## config.mk

```make
export PLATFORM = sky130hd
export DESIGN_NAME = pipe_ctrl
export DESIGN_NICKNAME = d
export VERILOG_FILES = /design/src/rtl/pipe_ctrl_pkg.sv /design/src/rtl/sat_counter.sv /design/src/rtl/pipe_ctrl.sv
export SDC_FILE = /design/constraint.sdc
export NUM_CORES = 1
export LEC_CHECK = 0
export ABC_AREA = 1
export BUFFER_PORTS_ARGS = -buffer_cell sky130_fd_sc_hd__buf_2
export CORE_MARGIN = 10
export CORE_UTILIZATION = 52
export DETAILED_ROUTE_END_ITERATION = 10
export PLACE_DENSITY = 0.8
export SYNTH_ARGS = -nofsm -noshare
export SYNTH_HDL_FRONTEND = slang
export SYNTH_SLANG_ARGS = --single-unit
```

## constraint.sdc

```tcl
create_clock -name clk_i -period 2.25 [get_ports clk_i]
set_input_delay 0.5625 -clock clk_i [delete_from_list [all_inputs] [get_ports clk_i]]
set_output_delay 0.5625 -clock clk_i [all_outputs]
set_load 0.01 [all_outputs]
```

## src/rtl/pipe_ctrl_pkg.sv

```systemverilog
// Shared types and constants for the 5-stage pipeline hazard/stall controller.
package pipe_ctrl_pkg;

    typedef enum logic {
        RUN     = 1'b0,
        LDSTALL = 1'b1
    } pc_state_t;

    typedef struct packed {
        logic hold;
        logic clear;
    } regr_ctl_t;

    localparam logic [4:0] REG_ZERO = 5'd0;

endpackage

```

## src/rtl/sat_counter.sv

```systemverilog
// Up-counter with enable and synchronous active-low clear; sticks at all-ones.
module sat_counter #(
    parameter int unsigned W = 16
) (
    input  logic         clk_i,
    input  logic         clear_ni,
    input  logic         en_i,
    output logic [W-1:0] count_o
);

    logic [W-1:0] count_q, count_d;

    always_comb begin
        count_d = count_q;
        if (en_i && (count_q != '1)) begin
            count_d = count_q + 1'b1;
        end
    end

    always_ff @(posedge clk_i) begin
        if (!clear_ni) begin
            count_q <= '0;
        end else begin
            count_q <= count_d;
        end
    end

    assign count_o = count_q;

endmodule

```

## src/rtl/pipe_ctrl.sv

```systemverilog
// Hazard/stall controller: load-use stalls, taken-branch flushes and data-memory waits.
module pipe_ctrl
    import pipe_ctrl_pkg::*;
#(
    parameter int unsigned LOAD_STALL_CYC = 1,
    parameter int unsigned MEM_TIMEOUT    = 255,
    parameter int unsigned CNT_W          = 16
) (
    input  logic             clk_i,
    input  logic             clear_ni,
    input  logic [4:0]       id_rs_i,
    input  logic [4:0]       id_rt_i,
    input  logic             id_uses_rt_i,
    input  logic             ex_memread_i,
    input  logic [4:0]       ex_rt_i,
    input  logic             ex_branch_taken_i,
    input  logic             mem_req_i,
    input  logic             mem_ready_i,
    output logic             pc_hold_o,
    output logic             ifid_hold_o,
    output logic             ifid_clear_o,
    output logic             idex_hold_o,
    output logic             idex_clear_o,
    output logic             exmem_hold_o,
    output logic             exmem_clear_o,
    output logic             memwb_hold_o,
    output logic             memwb_clear_o,
    output logic [CNT_W-1:0] stall_count_o,
    output logic             mem_timeout_o
);

    localparam int unsigned LdW   = (LOAD_STALL_CYC > 1) ? $clog2(LOAD_STALL_CYC) : 1;
    localparam int unsigned WaitW = (MEM_TIMEOUT > 1) ? $clog2(MEM_TIMEOUT + 1) : 1;

    pc_state_t        state_q, state_d;
    logic [LdW-1:0]   ld_cnt_q, ld_cnt_d;
    logic [WaitW-1:0] wait_cnt_q, wait_cnt_d;
    logic             timeout_q, timeout_d;

    regr_ctl_t ifid, idex, exmem, memwb;
    logic      pc_hold;
    logic      ld_haz, mem_wait;

    assign ld_haz = ex_memread_i && (ex_rt_i != REG_ZERO) &&
                    ((ex_rt_i == id_rs_i) || (id_uses_rt_i && (ex_rt_i == id_rt_i)));
    assign mem_wait = mem_req_i && !mem_ready_i;

    always_comb begin
        pc_hold  = 1'b0;
        ifid     = '{hold: 1'b0, clear: 1'b0};
        idex     = '{hold: 1'b0, clear: 1'b0};
        exmem    = '{hold: 1'b0, clear: 1'b0};
        memwb    = '{hold: 1'b0, clear: 1'b0};
        state_d  = state_q;
        ld_cnt_d = ld_cnt_q;
        if (!clear_ni) begin
            ifid.clear  = 1'b1;
            idex.clear  = 1'b1;
            exmem.clear = 1'b1;
            memwb.clear = 1'b1;
        end else if (mem_wait) begin
            // Whole front of the pipe freezes; the MEM result is not yet valid for WB.
            pc_hold     = 1'b1;
            ifid.hold   = 1'b1;
            idex.hold   = 1'b1;
            exmem.hold  = 1'b1;
            memwb.clear = 1'b1;
        end else if (state_q == LDSTALL) begin
            pc_hold    = 1'b1;
            ifid.hold  = 1'b1;
            idex.clear = 1'b1;
            ld_cnt_d   = ld_cnt_q - 1'b1;
            if (ld_cnt_q == LdW'(1)) begin
                state_d = RUN;
            end
        end else if (ex_branch_taken_i) begin
            ifid.clear = 1'b1;
            idex.clear = 1'b1;
        end else if (ld_haz) begin
            pc_hold    = 1'b1;
            ifid.hold  = 1'b1;
            idex.clear = 1'b1;
            if (LOAD_STALL_CYC > 1) begin
                state_d  = LDSTALL;
                ld_cnt_d = LdW'(LOAD_STALL_CYC - 1);
            end
        end
    end

    always_comb begin
        wait_cnt_d = '0;
        timeout_d  = timeout_q;
        if (mem_wait) begin
            wait_cnt_d = wait_cnt_q;
            if (wait_cnt_q != WaitW'(MEM_TIMEOUT)) begin
                wait_cnt_d = wait_cnt_q + 1'b1;
            end
            if (wait_cnt_q >= WaitW'(MEM_TIMEOUT - 1)) begin
                timeout_d = 1'b1;
            end
        end
    end

    always_ff @(posedge clk_i) begin
        if (!clear_ni) begin
            state_q    <= RUN;
            ld_cnt_q   <= '0;
            wait_cnt_q <= '0;
            timeout_q  <= 1'b0;
        end else begin
            state_q    <= state_d;
            ld_cnt_q   <= ld_cnt_d;
            wait_cnt_q <= wait_cnt_d;
            timeout_q  <= timeout_d;
        end
    end

    sat_counter #(
        .W (CNT_W)
    ) u_stall_cnt (
        .clk_i    (clk_i),
        .clear_ni (clear_ni),
        .en_i     (pc_hold),
        .count_o  (stall_count_o)
    );

    assign pc_hold_o     = pc_hold;
    assign ifid_hold_o   = ifid.hold;
    assign ifid_clear_o  = ifid.clear;
    assign idex_hold_o   = idex.hold;
    assign idex_clear_o  = idex.clear;
    assign exmem_hold_o  = exmem.hold;
    assign exmem_clear_o = exmem.clear;
    assign memwb_hold_o  = memwb.hold;
    assign memwb_clear_o = memwb.clear;
    assign mem_timeout_o = timeout_q;

endmodule

```

==> results by group, run 1 <==
Power and ir drop
  • Pwr per Cell Area: between 400 and 500 mW/mm^2
  • LEAKAGE: 1.09 nW
  • Max VDD drop: 298 uV

Placement
  • DPL Wire Length: 3.05 mm
  • Placed instance area: slightly below 0.002 sq mm
  • Final Wtd Congestion: 0.875
  • Port Buffers: 46

Critical path
  • Req. time, crit path: 1.69 ns
  • Worst path max stage delay: 0.13 ns
  • Peak fanout along the critical path: 3
  • Crit-path cells: buf_2 > inv_2 > nand2_1 > nand2_1 > nor2_1 > nand3_1 > nand2_1 > nand3_2 > nand2_2 > nand2_1 > inv_1 > buf_2
  • Most used cell along the critical path: nand2_1
  • Setup CP Type: input pin to output pin
  • Worst setup SP type: input pin
  • Arrival @ worst endpoint: roughly 1.5 ns
  • Critical path's slowest cell: nor2_1
  • CP endpoint kind: output pin

Routing
  • Wire per inst: 10.2 microns
  • DR iter-0 viols: around 110
  • Total wire length: 3.80 mm
  • Antenna-violating nets left: 0
  • Via count: between 1500 and 2000
  • Drt pass-1 iters: 5
  • Routed vias/inst: 4.71
  • DR DRC count: 0

CTS
  • TritonCTS clock tree: built
  • Clock Path Buffers: 2
  • CTS root buffer: clkbuf_4
  • Post-CTS setup buffers: 0
  • Clock sinks: 27
  • H-tree Lvls: 1
  • Worst-path clk slew: 0.13 ns
  • Post-CTS sizing: 0
  • CTS Buf Count: 3
  • Clock latency at the later pin of the worst-skew pair: 0.33 ns
  • # hold bufs at CTS: 0

Floorplanning
  • Die X: 77.4 microns
  • Die H: 77.4 microns
  • Site Rows: 20
  • Total core area: 0.00310 sq mm
  • Die ar.: 0.00598 sq mm
  • Initial Util: 55.1%
  • Num ports: 48

STA
  • Max Fclk: about 480 MHz
  • Hold Vio Cnt, Final: 0
  • Final Max Tran Viols: 0
  • Clock Skews: around 0.018 ns
  • WHS: 0.465 ns
  • RSZ-0062 raised after global routing: no
  • Tmin final: 2.07 ns
  • Finish-stage setup viols: 0
  • Setup TNS Final: 0 ns
  • Period utilisation layout: roughly 92%

Synth
  • Synth Register Bits: 27
  • Syn Inst Count: 284
  • Synth Net Count: 309
  • Dominant cell type by area after synthesis: dfxtp_1
  • Yosys warns: 0
  • Largest cells by area after synthesis: dfxtp_1 (32%), nand2_1 (18%), inv_1 (11%)
  • Avg Cell Area, Syn: 6.02 sq um
  • Synth unique cells: 29
  • Register area share after synthesis: 31.6%
  • Share of the synthesized area in the top cell type: between 30% and 40%
  • Cell Area, Synth: 0.00171 sq mm

Cells and area
  • Core Util, Final: 64.1%
  • Area growth from synthesis to layout: 16.3%
  • Antenna fix cells: 0
  • Commonest non-fill, non-tap cell in the layout: nand2_1
  • Layout cells sized above 1: 19.5%
  • Filler cells: 343
  • Final net count: about 360
  • Final Cell Area: 0.00199 sq mm
  • Highest-count cells in the layout ignoring fill and taps: nand2_1 (81), inv_1 (50), buf_2 (46), nor2_1 (40), dfxtp_1 (27)

Hold path
  • HP Class: flip-flop to flip-flop

GRT
  • Vias in the first global route: 1518
  • Total grt overflow: 0
  • First-pass GRT wire length: 6.46 mm
  • Largest net degree at the start of global routing: 31
  • Gr usage total: about 12%
  • Initial antenna violation count: 0

Run
  • Max-cap violations: 0

Run status
  • Status: complete, no violations
==> final cells by class <==
class	count	area, sq um	share of cell area [%]
Clock buffer	4	26.3	1.32
Timing Repair Buffer	50	260	13.1
Multi-Input combinational cell	193	901	45.3
Tap cell	44	55.1	2.77
Sequential cell	27	541	27.2
Inverter	55	206	10.4
==> worst paths after layout <==
path / startpoint / end / slack [ns] / depth (start not counted)
setup reg to reg: u_stall_cnt.count_o[0] / u_stall_cnt.count_o[13] / 0.43 / 10
hold / removal: mem_timeout_o / mem_timeout_o / 0.46 / 2
hold reg to reg: mem_timeout_o / mem_timeout_o / 0.46 / 2
setup / recovery: ex_rt_i[2] / ifid_hold_o / 0.18 / 12
==> cells by family (layout without fill, tap and decap cells) <==
logic type / count (synthesis) / count (layout) / synth area share [%]
buffers and inverters: 64 / 109 / 15.7
and+or+nand+nor: 160 / 160 / 40.0
xor gates and xnor gates: 3 / 3 / 1.54
other: 1 / 1 / 0.219
AOI/OAI and AO/OA: 26 / 26 / 8.71
DFF: 27 / 27 / 31.6
adders and majority gates: 3 / 3 / 2.19
==> Yosys cell counts, drive strengths merged <==
cell    number
nand4        9
nor2        41
xor2         1
nand3       21
nand2       82
inv         55
a21oi       14
dfxtp       27
o21ai        6
buf          9
a41oi        1
a311oi       1
xnor2        2
conb         1
or2          1
and2         1
nor3b        1
nor3         4
o41ai        1
ha           3
a211oi       3
==> sequential cells by signal (all words and copies together), names as in the netlist <==
register             count
ld_cnt_q                 1
wait_cnt_q               8
mem_timeout_o            1
state_q                  1
u_stall_cnt.count_o     16
==> stage by stage <==
stage	worst slack, ns	std cells	total power, W
final	0.181	373	0.000816
after global routing	0.0257	373	0.000858
after CTS	0.167	373	0.000826
after detailed placement	0.167	369	0.000618
after global placement	0.206	369	0.000616
after floorplan	0.190	284	0.000576
==> report_power, final <==
group | switching (W) | internal (W)
sequential | 0.00000550 | 0.000482
clock | 0.000139 | 0.0000694
combinational | 0.0000699 | 0.0000491
total | 0.000215 | 0.000601
==> layer usage <==
layer	GRT usage (%)	wire length, microns	up-vias
li1	-	-	968
met1	14.4	1720	757
met2	21.5	1850	31
met3	3.80	216	2
met4	1.64	15	0
met5	0	0	-
==> critical path, delay by kind of cell <==
family	cells	cell delay, ns
buffers and inverters	4	0.33
and+or+nand+nor	8	0.61
Note: power is estimated with default switching activity, not from simulation.
==> run 2, diff against run 1 <==
--- a/config.mk
+++ b/config.mk
@@ -7,10 +7,12 @@
 export LEC_CHECK = 0
 export ABC_AREA = 1
 export BUFFER_PORTS_ARGS = -buffer_cell sky130_fd_sc_hd__buf_2
+export CORE_ASPECT_RATIO = 1.5
 export CORE_MARGIN = 10
 export CORE_UTILIZATION = 52
 export DETAILED_ROUTE_END_ITERATION = 10
 export PLACE_DENSITY = 0.8
+export REMOVE_ABC_BUFFERS = 1
 export SYNTH_ARGS = -nofsm -noshare
 export SYNTH_HDL_FRONTEND = slang
 export SYNTH_SLANG_ARGS = --single-unit
==> constraint.sdc (replaced) <==
create_clock -name clk_i -period 2.35 [get_ports clk_i]
set_input_delay 0.5875 -clock clk_i [delete_from_list [all_inputs] [get_ports clk_i]]
set_output_delay 0.5875 -clock clk_i [all_outputs]
set_load 0.01 [all_outputs]
==> results by group, run 2 (synthesis results as in run 1) <==
Run status
  • Status: complete, no violations

Hold path
  • Hold path startpoint: ld_cnt_q
  • Hold Path End: ld_cnt_q
  • HP Class: flip-flop to flip-flop
  • Min-Delay Path Depth: 1 (-1)

Critical path
  • Worst path max stage delay: 0.12 ns (about the same)
  • Worst reg2reg path depth: 10 (unchanged)
  • CP endpoint kind: output pin
  • Setup CP Type: input pin to output pin
  • Crit-path cells: buf_2 > inv_1 > nand2_1 > nand2_1 > nor2_1 > nand3_1 > nand2_1 > nand3_2 > nand2_2 > nand2_1 > inv_1 > buf_2
  • R2r endpoint: u_stall_cnt.count_o[13]
  • Peak fanout along the critical path: 4 (+1)
  • R2r setup slk: 0.51 ns (+0.08 ns)
  • Req. time, crit path: 1.76 ns (+0.07 ns)
  • Reg2Reg Launch Point: u_stall_cnt.count_o[0]
  • Arrival @ worst endpoint: 1.51 ns (about the same)
  • Worst setup SP type: input pin
  • Most used cell along the critical path: nand2_1
  • Critical path's slowest cell: buf_2

Floorplanning
  • Total core area: 0.00316 sq mm (+1.8%)
  • Die X: 66.8 microns (-14%)
  • Initial Util: 54.1% (-0.98 points)
  • Die ar.: 0.00603 sq mm (+0.79%)
  • Die H: 90.2 microns (+17%)
  • Num ports: 48 (unchanged)
  • Site Rows: 25 (+25%)

GRT
  • Initial antenna violation count: 0 (unchanged)
  • First-pass GRT wire length: 6.63 mm (+2.7%)
  • Total grt overflow: 0 (unchanged)
  • Vias in the first global route: 1616 (+6.5%)
  • Gr usage total: 12.9% (+0.73 points)
  • Largest net degree at the start of global routing: 31 (unchanged)

CTS
  • TritonCTS clock tree: built
  • Post-CTS sizing: 0 (unchanged)
  • # hold bufs at CTS: 0 (unchanged)
  • Clock sinks: 27 (unchanged)
  • Worst-path clk slew: 0.08 ns (-0.05 ns)
  • Clock latency at the later pin of the worst-skew pair: 0.26 ns (-0.07 ns)
  • Clock Path Buffers: 2 (unchanged)
  • Post-CTS setup buffers: 0 (unchanged)
  • CTS root buffer: clkbuf_8
  • CTS Buf Count: 3 (unchanged)
  • H-tree Lvls: 1 (unchanged)

STA
  • Tmin final: about 2.1 ns
  • Period utilisation layout: between 80% and 90%
  • Final Max Tran Viols: 0 (unchanged)
  • Clock Skews: 0.00580 ns (-0.0123 ns)
  • Max Fclk: 478 MHz
  • Hold Vio Cnt, Final: 0 (unchanged)
  • RSZ-0062 raised after global routing: no
  • Setup TNS Final: 0 ns (unchanged)
  • WHS: 0.454 ns (-0.0107 ns)
  • Finish-stage setup viols: 0 (unchanged)

Routing
  • Routed vias/inst: 4.86 (+3.2%)
  • DR iter-0 viols: 67 (-36%)
  • DR DRC count: 0 (unchanged)
  • Wire per inst: 10.6 microns (+3.7%)
  • Total wire length: 3.89 mm (+2.3%)
  • Via count: 1790 (+1.8%)
  • Drt pass-1 iters: 4 (-1)
  • Antenna-violating nets left: 0 (unchanged)

Cells and area
  • Max FFs per register: 16 (unchanged)
  • Antenna fix cells: 0 (unchanged)
  • Area growth from synthesis to layout: 16.7%
  • Highest-count cells in the layout ignoring fill and taps: nand2_1 (81), inv_1 (50), buf_2 (46), nor2_1 (40), dfxtp_1 (27)
  • Final net count: 354 (-0.28%)
  • Commonest non-fill, non-tap cell in the layout: nand2_1
  • Filler cells: 352 (+2.6%)
  • Layout cells sized above 1: 19.2% (-0.25 points)

Placement
  • Port Buffers: 46 (unchanged)
  • DPL Wire Length: 3.18 mm (+4.2%)
  • Final Wtd Congestion: 0.854 (-2.4%)

Run
  • Max-cap violations: 0 (unchanged)

Power and ir drop
  • LEAKAGE: 1.09 nW (+0.27%)
  • Max VDD drop: 329 uV (+10%)
  • Pwr per Cell Area: 417 mW/mm^2 (+1.6%)
==> run 2: changes by cell type in the layout (fill, tap and decap cells not counted), sizes merged <==
cell / previous run / this run
buf: 50 / 49
==> run 2: how the worst max path moves through the flow <==
stage	endpoint	startpoint	slack (ns)	cells past startpoint
floorplan	ifid_hold_o	ex_rt_i[0]	0.16	10
global placement	ifid_hold_o	ex_rt_i[0]	0.28	10
detailed placement	pc_hold_o	ex_rt_i[2]	0.25	12
CTS	pc_hold_o	ex_rt_i[2]	0.25	12
global route	pc_hold_o	ex_rt_i[4]	0.11	12
finish	pc_hold_o	ex_rt_i[0]	0.26	12
==> run 2: power breakdown <==
part,leakage (nW),internal [W],switching (W)
clock,0.0228,0.000121,0.000131
sequential,0.218,0.000461,0.00000545
combinational,0.850,0.0000459,0.0000673
total,1.09,0.000628,0.000203
==> run 2: per-stage QoR <==
stage	area (sq um)	power [W]	utilization [%]	instances	worst slack (ns)
finish	2000	0.000831	63.2	368	0.257
global route	2000	0.000877	63.2	368	0.106
CTS	2000	0.000842	63.2	368	0.245
detailed placement	1950	0.000591	61.7	364	0.248
global placement	1950	0.000589	61.7	364	0.280
floorplan	1650	0.000539	-	275	0.159
==> run 2: layout make-up <==
cell class | count | area, sq um | area share (%)
Multi-Input combinational cell | 193 | 901 | 45.1
Sequential cell | 27 | 541 | 27.1
Inverter | 55 | 206 | 10.3
Timing Repair Buffer | 49 | 253 | 12.7
Tap cell | 40 | 50.0 | 2.51
Clock buffer | 4 | 45.0 | 2.26
==> run 2: worst max-delay path: cells and delay by family <==
family	cells	cell delay [ns]
AND/OR/NAND/NOR	8	0.59
buffers and inverters	4	0.33
==> run 2: routing by layer <==
metal  share of wire [%]  up-vias  track usage (%)  wire, microns
li1                    -      960                -              -
met1                  41      797             12.8           1590
met2                  53       31             23.9           2070
met3                 5.3        2             3.73            204
met4                0.57        0             4.21             22
met5                   0        -                0              0
